`src/rtl/reg_operand_fetch_if.sv`:
```
// Decode-to-execute operand fetch bundle: instruction in, register file
// read port, writeback retire, and the buffered operand output.
interface reg_operand_fetch_if #(
   parameter int DW    = 32,
   parameter int AW    = 5,
   parameter int CNT_W = 16
);
   logic          in_valid;
   logic          in_ready;
   logic [AW-1:0] in_sa;
   logic [AW-1:0] in_sb;
   logic [AW-1:0] in_da;
   logic          in_wr;
   logic [AW-1:0] rf_sa;
   logic [AW-1:0] rf_sb;
   logic [DW-1:0] rf_a;
   logic [DW-1:0] rf_b;
   logic          wb_valid;
   logic [AW-1:0] wb_da;
   logic [DW-1:0] wb_d;
   logic          out_valid;
   logic          out_ready;
   logic [DW-1:0] out_a;
   logic [DW-1:0] out_b;
   logic [AW-1:0] out_da;
   logic          out_wr;
   logic [CNT_W-1:0] stall_cnt;

   modport slave (
      input  in_valid, in_sa, in_sb, in_da, in_wr,
      input  rf_a, rf_b,
      input  wb_valid, wb_da, wb_d,
      input  out_ready,
      output in_ready, rf_sa, rf_sb,
      output out_valid, out_a, out_b, out_da, out_wr,
      output stall_cnt
   );

   modport master (
      output in_valid, in_sa, in_sb, in_da, in_wr,
      output rf_a, rf_b,
      output wb_valid, wb_da, wb_d,
      output out_ready,
      input  in_ready, rf_sa, rf_sb,
      input  out_valid, out_a, out_b, out_da, out_wr,
      input  stall_cnt
   );
endinterface

```
`src/rtl/reg_operand_fetch.sv`:
```
// Operand fetch with a pending-write scoreboard and a one-entry output buffer.
// Define REG_OPERAND_FETCH_FORWARD_EN to bypass same-cycle writeback data.
module reg_operand_fetch #(
   parameter int DW       = 32,
   parameter int AW       = 5,
   parameter int ZERO_REG = 31,
   parameter int CNT_W    = 16
) (
   input logic clk,
   input logic rst,
   reg_operand_fetch_if.slave bus
);
   localparam int NR = 2 ** AW;
   localparam logic [AW-1:0] ZR = AW'(ZERO_REG);
   localparam logic [CNT_W-1:0] CMAX = '1;

   typedef enum logic {
      S_EMPTY,
      S_FULL
   } state_t;

   state_t r_state;
   state_t w_state_nxt;

   logic [NR-1:0]    r_pend;
   logic [NR-1:0]    w_pend_nxt;
   logic [NR-1:0]    w_set;
   logic [NR-1:0]    w_clr;
   logic [DW-1:0]    r_a;
   logic [DW-1:0]    r_b;
   logic [AW-1:0]    r_da;
   logic             r_wr;
   logic [CNT_W-1:0] r_cnt;

   logic          w_fwd_a;
   logic          w_fwd_b;
   logic          w_fwd_d;
   logic          w_haz_a;
   logic          w_haz_b;
   logic          w_haz_d;
   logic          w_hazard;
   logic          w_room;
   logic          w_ready;
   logic          w_accept;
   logic          w_cnt_inc;
   logic [DW-1:0] w_a;
   logic [DW-1:0] w_b;

`ifdef REG_OPERAND_FETCH_FORWARD_EN
   always_comb begin
      w_fwd_a = bus.wb_valid && (bus.wb_da == bus.in_sa) && (bus.in_sa != ZR);
      w_fwd_b = bus.wb_valid && (bus.wb_da == bus.in_sb) && (bus.in_sb != ZR);
      w_fwd_d = bus.wb_valid && (bus.wb_da == bus.in_da) && (bus.in_da != ZR);
   end
`else
   logic w_unused_wbd;
   assign w_unused_wbd = ^bus.wb_d;
   always_comb begin
      w_fwd_a = 1'b0;
      w_fwd_b = 1'b0;
      w_fwd_d = 1'b0;
   end
`endif

   always_comb begin
      w_haz_a  = r_pend[bus.in_sa] && !w_fwd_a;
      w_haz_b  = r_pend[bus.in_sb] && !w_fwd_b;
      w_haz_d  = bus.in_wr && r_pend[bus.in_da] && !w_fwd_d;
      w_hazard = bus.in_valid && (w_haz_a || w_haz_b || w_haz_d);
      w_room   = (r_state == S_EMPTY) || bus.out_ready;
      w_ready  = w_room && !w_hazard;
      w_accept = bus.in_valid && w_ready;
      w_cnt_inc = w_hazard && w_room && (r_cnt != CMAX);
   end

   // Zero register reads as 0 regardless of what the file returns
   always_comb begin
      w_a = bus.rf_a;
      w_b = bus.rf_b;
      if (w_fwd_a) w_a = bus.wb_d;
      if (w_fwd_b) w_b = bus.wb_d;
      if (bus.in_sa == ZR) w_a = '0;
      if (bus.in_sb == ZR) w_b = '0;
   end

   always_comb begin
      w_state_nxt = r_state;
      unique case (r_state)
         S_EMPTY: if (w_accept) w_state_nxt = S_FULL;
         S_FULL:  if (bus.out_ready && !w_accept) w_state_nxt = S_EMPTY;
         default: w_state_nxt = S_EMPTY;
      endcase
   end

   // Clear then set, so an issue to the retiring index stays pending
   always_comb begin
      w_set = '0;
      w_clr = '0;
      if (bus.wb_valid) w_clr[bus.wb_da] = 1'b1;
      if (w_accept && bus.in_wr && (bus.in_da != ZR)) w_set[bus.in_da] = 1'b1;
      w_pend_nxt = (r_pend & ~w_clr) | w_set;
      w_pend_nxt[ZR] = 1'b0;
   end

   always_ff @(posedge clk or posedge rst) begin
      if (rst) begin
         r_state <= S_EMPTY;
         r_pend  <= '0;
         r_cnt   <= '0;
      end else begin
         r_state <= w_state_nxt;
         r_pend  <= w_pend_nxt;
         if (w_cnt_inc) r_cnt <= r_cnt + 1'b1;
      end
   end

   always_ff @(posedge clk or posedge rst) begin
      if (rst) begin
         r_a  <= '0;
         r_b  <= '0;
         r_da <= '0;
         r_wr <= 1'b0;
      end else if (w_accept) begin
         r_a  <= w_a;
         r_b  <= w_b;
         r_da <= bus.in_da;
         r_wr <= bus.in_wr;
      end
   end

   assign bus.in_ready  = w_ready;
   assign bus.rf_sa     = bus.in_sa;
   assign bus.rf_sb     = bus.in_sb;
   assign bus.out_valid = (r_state == S_FULL);
   assign bus.out_a     = r_a;
   assign bus.out_b     = r_b;
   assign bus.out_da    = r_da;
   assign bus.out_wr    = r_wr;
   assign bus.stall_cnt = r_cnt;
endmodule

```
`src/flat_wrapper.sv`:
```
// flat-port wrapper written by rule: the top's interface ports become plain ports
module reg_operand_fetch_flat 
#(
   parameter int DW       = 32,
   parameter int AW       = 5,
   parameter int ZERO_REG = 31,
   parameter int CNT_W    = 16
)
  (clk, rst, bus_in_valid, bus_in_sa, bus_in_sb, bus_in_da, bus_in_wr, bus_rf_a, bus_rf_b, bus_wb_valid, bus_wb_da, bus_wb_d, bus_out_ready, bus_in_ready, bus_rf_sa, bus_rf_sb, bus_out_valid, bus_out_a, bus_out_b, bus_out_da, bus_out_wr, bus_stall_cnt);
  reg_operand_fetch_if #(.DW(DW), .AW(AW), .CNT_W(CNT_W)) bus_i ();
  input logic clk;
  input logic rst;
  input wire logic [$bits(bus_i.in_valid)-1:0] bus_in_valid;
  input wire logic [$bits(bus_i.in_sa)-1:0] bus_in_sa;
  input wire logic [$bits(bus_i.in_sb)-1:0] bus_in_sb;
  input wire logic [$bits(bus_i.in_da)-1:0] bus_in_da;
  input wire logic [$bits(bus_i.in_wr)-1:0] bus_in_wr;
  input wire logic [$bits(bus_i.rf_a)-1:0] bus_rf_a;
  input wire logic [$bits(bus_i.rf_b)-1:0] bus_rf_b;
  input wire logic [$bits(bus_i.wb_valid)-1:0] bus_wb_valid;
  input wire logic [$bits(bus_i.wb_da)-1:0] bus_wb_da;
  input wire logic [$bits(bus_i.wb_d)-1:0] bus_wb_d;
  input wire logic [$bits(bus_i.out_ready)-1:0] bus_out_ready;
  output wire logic [$bits(bus_i.in_ready)-1:0] bus_in_ready;
  output wire logic [$bits(bus_i.rf_sa)-1:0] bus_rf_sa;
  output wire logic [$bits(bus_i.rf_sb)-1:0] bus_rf_sb;
  output wire logic [$bits(bus_i.out_valid)-1:0] bus_out_valid;
  output wire logic [$bits(bus_i.out_a)-1:0] bus_out_a;
  output wire logic [$bits(bus_i.out_b)-1:0] bus_out_b;
  output wire logic [$bits(bus_i.out_da)-1:0] bus_out_da;
  output wire logic [$bits(bus_i.out_wr)-1:0] bus_out_wr;
  output wire logic [$bits(bus_i.stall_cnt)-1:0] bus_stall_cnt;
  assign bus_i.in_valid = bus_in_valid;
  assign bus_i.in_sa = bus_in_sa;
  assign bus_i.in_sb = bus_in_sb;
  assign bus_i.in_da = bus_in_da;
  assign bus_i.in_wr = bus_in_wr;
  assign bus_i.rf_a = bus_rf_a;
  assign bus_i.rf_b = bus_rf_b;
  assign bus_i.wb_valid = bus_wb_valid;
  assign bus_i.wb_da = bus_wb_da;
  assign bus_i.wb_d = bus_wb_d;
  assign bus_i.out_ready = bus_out_ready;
  assign bus_in_ready = bus_i.in_ready;
  assign bus_rf_sa = bus_i.rf_sa;
  assign bus_rf_sb = bus_i.rf_sb;
  assign bus_out_valid = bus_i.out_valid;
  assign bus_out_a = bus_i.out_a;
  assign bus_out_b = bus_i.out_b;
  assign bus_out_da = bus_i.out_da;
  assign bus_out_wr = bus_i.out_wr;
  assign bus_stall_cnt = bus_i.stall_cnt;
  reg_operand_fetch #(.DW(DW), .AW(AW), .ZERO_REG(ZERO_REG), .CNT_W(CNT_W)) u_core (.clk(clk), .rst(rst), .bus(bus_i));
endmodule
```
`config.mk`:
```
export PLATFORM = sky130hd
export DESIGN_NAME = reg_operand_fetch_flat
export DESIGN_NICKNAME = d
export VERILOG_FILES = /design/src/rtl/reg_operand_fetch_if.sv /design/src/rtl/reg_operand_fetch.sv /design/src/flat_wrapper.sv
export SDC_FILE = /design/constraint.sdc
export NUM_CORES = 1
export LEC_CHECK = 0
export ABC_AREA = 1
export CAP_MARGIN = 5
export CORE_MARGIN = 1
export CORE_UTILIZATION = 45
export CTS_CLUSTER_DIAMETER = 200
export DETAILED_ROUTE_END_ITERATION = 8
export GPL_TIMING_DRIVEN = 0
export PLACE_DENSITY = 0.82
export SYNTH_ARGS = -nofsm -noshare
export SYNTH_HDL_FRONTEND = slang
export SYNTH_SLANG_ARGS = --single-unit
```
`constraint.sdc`:
```
create_clock -name clk -period 8.3 [get_ports clk]
set_clock_uncertainty 0.15 [all_clocks]
set_input_delay 1.66 -clock clk [delete_from_list [all_inputs] [get_ports clk]]
set_output_delay 1.66 -clock clk [all_outputs]
set_load 0.01 [all_outputs]
```
Word-level counts from Yosys, hierarchy flattened
Index checks and enable logic that the tools add are counted.

Register bits after elaboration: 118. Input bits: 122. Output and inout port bits: 98. Logic and storage cells: 55.

Add/subtract/negate cells: 1. Magnitude comparators: 6. Equal/unequal tests: 4. Multiplexer cells: 17. Bitwise gates (word level): 4. Reductions and logical operators: 16.

Operator list (number): $mux 32 (2); $mux 31 (2); $and 31x31->31 (1); $not 31->31 (1); $or 31x31->31 (1); $lt 5x6->1 const B (4); $add 16x1->16 const B (1); $ne 16x16->1 const B (1); $bmux 1 s5 (3); $logic_and 1x1->1 (11); $demux 1 s5 (2); $eq 5x5->1 const B (2); $ge 5x1->1 const B (2); $mux 1 (7); $ne 5x5->1 const B (1); $logic_or 1x1->1 (3); $logic_not 1->1 (2); $pmux 1 s2 (1); $not 1->1 (1).

Logic depth before layout (Yosys ltp)
Depth after elaboration: 12. Depth in mapped cells: 19. Mapped depth without buffers: 17.

Worst setup path after synthesis
Ideal clock, no wire load.

Path kind: input port to output port. Start point: in bus_in_da[3]. End point: out bus_in_ready. Arrival: 2.739 ns. Data required time: 6.490 ns. Slack: 3.751 ns. Stages on the path: 12. Buffers on the path: 1. Cell sequence: buf_4 -> inv_1 -> nor3_1 -> nand2_1 -> nand2_1 -> nor2_1 -> nand2_1 -> nand2_1 -> nand2_2 -> nor2_4 -> nor2_2 -> nor2_1.

Cells in the longest elaborated chain, start to end: 7.

RTL lines: from (decl) (RTL line flat_wrapper.sv:16) `input wire logic [$bits(bus_i.in_da)-1:0] bus_in_da;`; $bmux 1 s5 (RTL line reg_operand_fetch.sv:68) `w_haz_d = bus.in_wr && r_pend[bus.in_da] && !w_fwd_d;`; $mux 1 (implied by the code) (RTL line reg_operand_fetch.sv:68); $logic_and 1x1->1 (RTL line reg_operand_fetch.sv:68); $logic_or 1x1->1 (RTL line reg_operand_fetch.sv:69) `w_hazard = bus.in_valid && (w_haz_a || w_haz_b || w_haz_d);`; $logic_and 1x1->1 (RTL line reg_operand_fetch.sv:69); $logic_not 1->1 (RTL line reg_operand_fetch.sv:71) `w_ready = w_room && !w_hazard;`; $logic_and 1x1->1 (RTL line reg_operand_fetch.sv:71); to (decl) (RTL line flat_wrapper.sv:24) `output wire logic [$bits(bus_i.in_ready)-1:0] bus_in_ready;`.

No other way between the ends. The select of a mux whose other input is x is not followed.

Worst setup path after layout
Start point: in bus_in_sa[1]. End point: out bus_in_ready.

Cells in the longest elaborated chain, start to end: 7.

RTL lines: from (decl) (RTL line flat_wrapper.sv:14) `input wire logic [$bits(bus_i.in_sa)-1:0] bus_in_sa;`; $bmux 1 s5 (RTL line reg_operand_fetch.sv:66) `w_haz_a = r_pend[bus.in_sa] && !w_fwd_a;`; $mux 1 (implied by the code) (RTL line reg_operand_fetch.sv:66); $logic_or 1x1->1 (2 in a row) (RTL line reg_operand_fetch.sv:69); $logic_and 1x1->1 (RTL line reg_operand_fetch.sv:69); $logic_not 1->1 (RTL line reg_operand_fetch.sv:71); $logic_and 1x1->1 (RTL line reg_operand_fetch.sv:71).

No other way between the ends. The select of a mux whose other input is x is not followed.

==> summary.txt <==
=====================================================================================
Number of buffers between clock root and the deepest sink                           2
Power per cell area                                                       257 nW/um^2
Actual transition at the worst max-transition pin                            0.663 ns
Vias                                                                             6588
TritonCTS clock tree                                                              yes
Share of power burned in combinational logic                                    30.9%
Number of cells produced by synthesis                                             861
Proportion of layout cells with a drive suffix above 1                          9.83%
Maximum VDD drop                                                           0.000162 V
Placed wire-length estimate                                                   14.6 mm
Global-route wire length before repair                                        31.4 mm
Met1 capacity usage during global routing                                       36.1%
Kind of end point of the critical path                                     output pin
Maximum number of pins on one net before global-route repair                       71
Total wire length                                                             19.7 mm
Number of buffers added to fix hold violations after cts                            0
Number of hold-slack violations in the final timing report                          0
Worst slew margin relative to its limit                                         55.6%
Number of sinks on the clock net                                                  118
Boundary Pins                                                                     220
Floorplan die height                                                           122 um
Hold Path Origin                                                         u_core.bus.out_a[19]
Post-DRT Antenna Nets                                                               0
Highest achievable clock rate                                               0.171 GHz
GRT met2 Usage                                                                  44.2%
Total iterations of the first detailed-routing run                                  5
Post-synth net total                                                              984
Outcome                                                                  complete, no violations
Reg-to-reg slack, setup                                                       6.08 ns
Clock-pin slew on the worst setup and hold paths                              0.06 ns
Total negative slack for setup checks                                            0 ns
Number of max-slew violations in the final report                                   0
Depth of the worst hold-timing path                                                 2
Horizontal extent of the die                                                   122 um
Number of placement rows                                                           43
Most frequent standard cell in the layout excluding fill and tap cells   sky130_fd_sc_hd__nand2_1
Count of cells along the worst register-to-register path                           16
Fill cell count                                                                  1169
Flip-flop and latch count after synthesis                                         118
Post-route clock period utilization                                             70.3%
Family with the most delay on the worst path                             simple AND/OR/NAND/NOR gates
Number of post-CTS setup repair buffers                                             0
Syn Area/Cell                                                               7.51 um^2
Antenna cell count                                                                  0
Maximum capacitance violations                                                      0
Die outline area                                                           14800 um^2
Clock buffers created by TritonCTS                                                 17
Critical path peak fanout                                                           9
Shortest clock period the worst path allows after layout                      5.84 ns
Final Total Pwr                                                               2.37 mW
Avg Vias per Cell                                                                5.24
Cell with the largest stage delay on the worst path                      sky130_fd_sc_hd__clkdlybuf4s50_1
Starting utilization of the core area                                           46.4%
Gr usage total                                                                  27.4%
Layout area overhead                                                            42.6%
Count of distinct cell types in the synthesized netlist                            30
Worst flop-to-flop path endpoint                                         u_core.bus.out_b[24]
Share of total power in sequential cells                                        35.0%
Area inside the core boundary                                              13900 um^2
Clock latency on the worst-skew pair                                          0.42 ns
Resized cells post-CTS                                                              0
Switching part of the total                                                     31.1%
CP Launch Type                                                             input port
Final routed DRC violation total                                                    0
GPL Wtd Cong                                                                    0.943
Cells along the critical path                                            clkdlybuf4s50_1 > inv_2 > nor2_1 > nand2_1 > nand3_1 > nand2_1 > nand2_1 > inv_1 > nand2_1 > nand2_1 > nand2_2 > nor2_4 > nor2_2 > nor2_1 > clkdlybuf4s50_1
NetSw                                                                        0.737 mW
Detailed-route wire length per cell                                           15.6 um
Most used cell along the critical path                                   sky130_fd_sc_hd__nand2_1
Number of setup violations in the final report                                      0
Worst path max stage delay                                                    0.53 ns
H-tree depth reported by CTS                                                        4
Sequential area share after synthesis                                           45.7%
Root cell of the clock tree                                              sky130_fd_sc_hd__clkbuf_16
Post-Synthesis Cell Area                                                    6460 um^2
Unrepaired setup endpoints after global routing                                 false
Min-delay worst type                                                          reg2reg
CP bufs+invs                                                                        4
Yosys warns                                                                         0
Clock group share of total power                                                34.2%
Most congested layer reported by global routing                                  met2
Required @ worst endpoint                                                     6.49 ns
Number of global-route vias before repair                                        6057
Reg2Reg Launch Point                                                     u_core.r_pend[27]
Iteration-0 DRC count of the detailed router                                      517
Data arrival, critical path                                                   4.03 ns
Critical path class                                                            in2out
Int Power                                                                     1.63 mW
Count of port buffers added during placement                                      184
Leakage power summed over all cells                                           4.48 nW
Hold-critical path endpoint                                              u_core.bus.out_a[19]
Met3 track demand over resource in global routing                               4.82%
Total gr overflow                                                                   0
Number of antenna violations at the first check in global routing                   0
Most used cells in the layout excluding fill and tap cells               sky130_fd_sc_hd__nand2_1 (363), sky130_fd_sc_hd__clkdlybuf4s50_1 (184), sky130_fd_sc_hd__dfrtp_1 (118)
Number of nets at the end of the flow                                            1188
=====================================================================================
-- flip-flops by register name, summed over array words and instances (netlist names) --
name and count:
u_core.bus.out_a 32, u_core.bus.out_b 32, u_core.bus.out_da 5, u_core.bus.out_valid 1, u_core.bus.out_wr 1, u_core.bus.stall_cnt 16, u_core.r_pend 31
-- tightest hold or removal path: stages (launching register included) --
cell,delay (ns)
sky130_fd_sc_hd__dfrtp_1,0.34
sky130_fd_sc_hd__nand2_1,0.06
sky130_fd_sc_hd__o21ai_2,0.05
-- worst max-delay path by stage --
stage                 startpoint                   to  slack (ns)  cells after the start
finish              bus_in_sa[1]         bus_in_ready        2.47                     15
global route        bus_in_sa[1]         bus_in_ready        2.25                     15
CTS                 bus_in_sa[1]         bus_in_ready        2.47                     15
detailed placement  bus_in_sa[1]         bus_in_ready        2.48                     15
global placement             rst    u_core.r_pend[24]        1.61                      2
floorplan                    rst  u_core.bus.out_a[0]        3.36                      1
-- kinds of logic (layout without fill, tap and decap cells) --
logic type               after synthesis  after routing  share of synthesized area (%)
adder cells (fa/ha/maj)                1              1                          0.194
buffers and inverters                110            327                           9.31
AND/OR/NAND/NOR                      496            496                           32.1
flip-flops                           118            118                           45.7
AO/OA/AOI/OAI                        121            121                           10.7
XOR/XNOR                              15             15                           2.03
-- per-stage QoR --
stage / std cells / instance area, um^2 / hold slack [ns] / utilization [%] / worst slack (ns)
global placement: 1225 / 8530 / 0.314 / 61.2 / 1.61
CTS: 1258 / 9210 / 0.332 / 66.1 / 2.47
detailed placement: 1226 / 8560 / 0.318 / 61.4 / 2.48
finish: 1258 / 9210 / 0.328 / 66.1 / 2.47
global route: 1258 / 9210 / 0.345 / 66.1 / 2.25
floorplan: 861 / 6460 / 0.344 / - / 3.36
-- synthesized netlist by cell type --
library cell	instances	area share [%]
sky130_fd_sc_hd__a21oi_1	1	0.077
sky130_fd_sc_hd__nand4_1	10	0.97
sky130_fd_sc_hd__a21boi_0	1	0.12
sky130_fd_sc_hd__inv_1	56	3.3
sky130_fd_sc_hd__nor4_1	9	0.87
sky130_fd_sc_hd__ha_1	1	0.19
sky130_fd_sc_hd__buf_4	15	1.7
sky130_fd_sc_hd__nand2_1	363	21
sky130_fd_sc_hd__nor3_1	11	0.85
sky130_fd_sc_hd__dfrtp_1	118	46
sky130_fd_sc_hd__xor2_1	11	1.5
sky130_fd_sc_hd__buf_6	17	3.0
sky130_fd_sc_hd__o211ai_1	1	0.12
sky130_fd_sc_hd__o21ai_2	21	2.8
sky130_fd_sc_hd__nor2_4	2	0.35
sky130_fd_sc_hd__nand3_4	1	0.27
sky130_fd_sc_hd__nor2_2	2	0.19
sky130_fd_sc_hd__nand2_2	2	0.19
sky130_fd_sc_hd__o21ai_1	28	2.2
sky130_fd_sc_hd__nor3b_1	1	0.12
sky130_fd_sc_hd__xnor2_1	4	0.54
sky130_fd_sc_hd__o21ai_0	68	5.3
sky130_fd_sc_hd__nor3_2	2	0.31
sky130_fd_sc_hd__a31oi_1	1	0.097
sky130_fd_sc_hd__nand3_1	76	5.9
sky130_fd_sc_hd__clkbuf_2	1	0.077
sky130_fd_sc_hd__clkbuf_1	10	0.58
sky130_fd_sc_hd__nor2_1	17	0.99
sky130_fd_sc_hd__inv_2	8	0.46
sky130_fd_sc_hd__buf_2	3	0.23
-- layer usage --
layer | up-vias | share of wire [%] | routed length [um]
li1 | 3181 | - | -
met1 | 3068 | 42 | 8200
met2 | 291 | 48 | 9470
met3 | 48 | 7.4 | 1460
met4 | 0 | 2.7 | 535
met5 | - | 0 | 0
-- layout make-up --
| class | instances | area [um^2] | share of cell area [%] |
|---|---|---|---|
| plain buffers | 46 | 362 | 3.92 |
| flip-flops and latches | 118 | 2950 | 32.0 |
| multi-input cells | 633 | 2910 | 31.6 |
| clock buffers | 23 | 488 | 5.30 |
| repair buffers | 185 | 1870 | 20.3 |
| well taps | 180 | 225 | 2.44 |
| clock inverters | 9 | 164 | 1.78 |
| inverters | 64 | 245 | 2.66 |
-- power by group through the flow --
stage / Sequential (mW) / Combinational (mW) / Clock [mW]
detailed placement: 0.833 / 0.728 / 0
global placement: 0.827 / 0.715 / 0
CTS: 0.826 / 0.734 / 0.814
global route: 0.845 / 0.800 / 0.844
finish: 0.828 / 0.731 / 0.809
floorplan: 0.872 / 0.288 / 0
(Power assumes the default switching activity.)
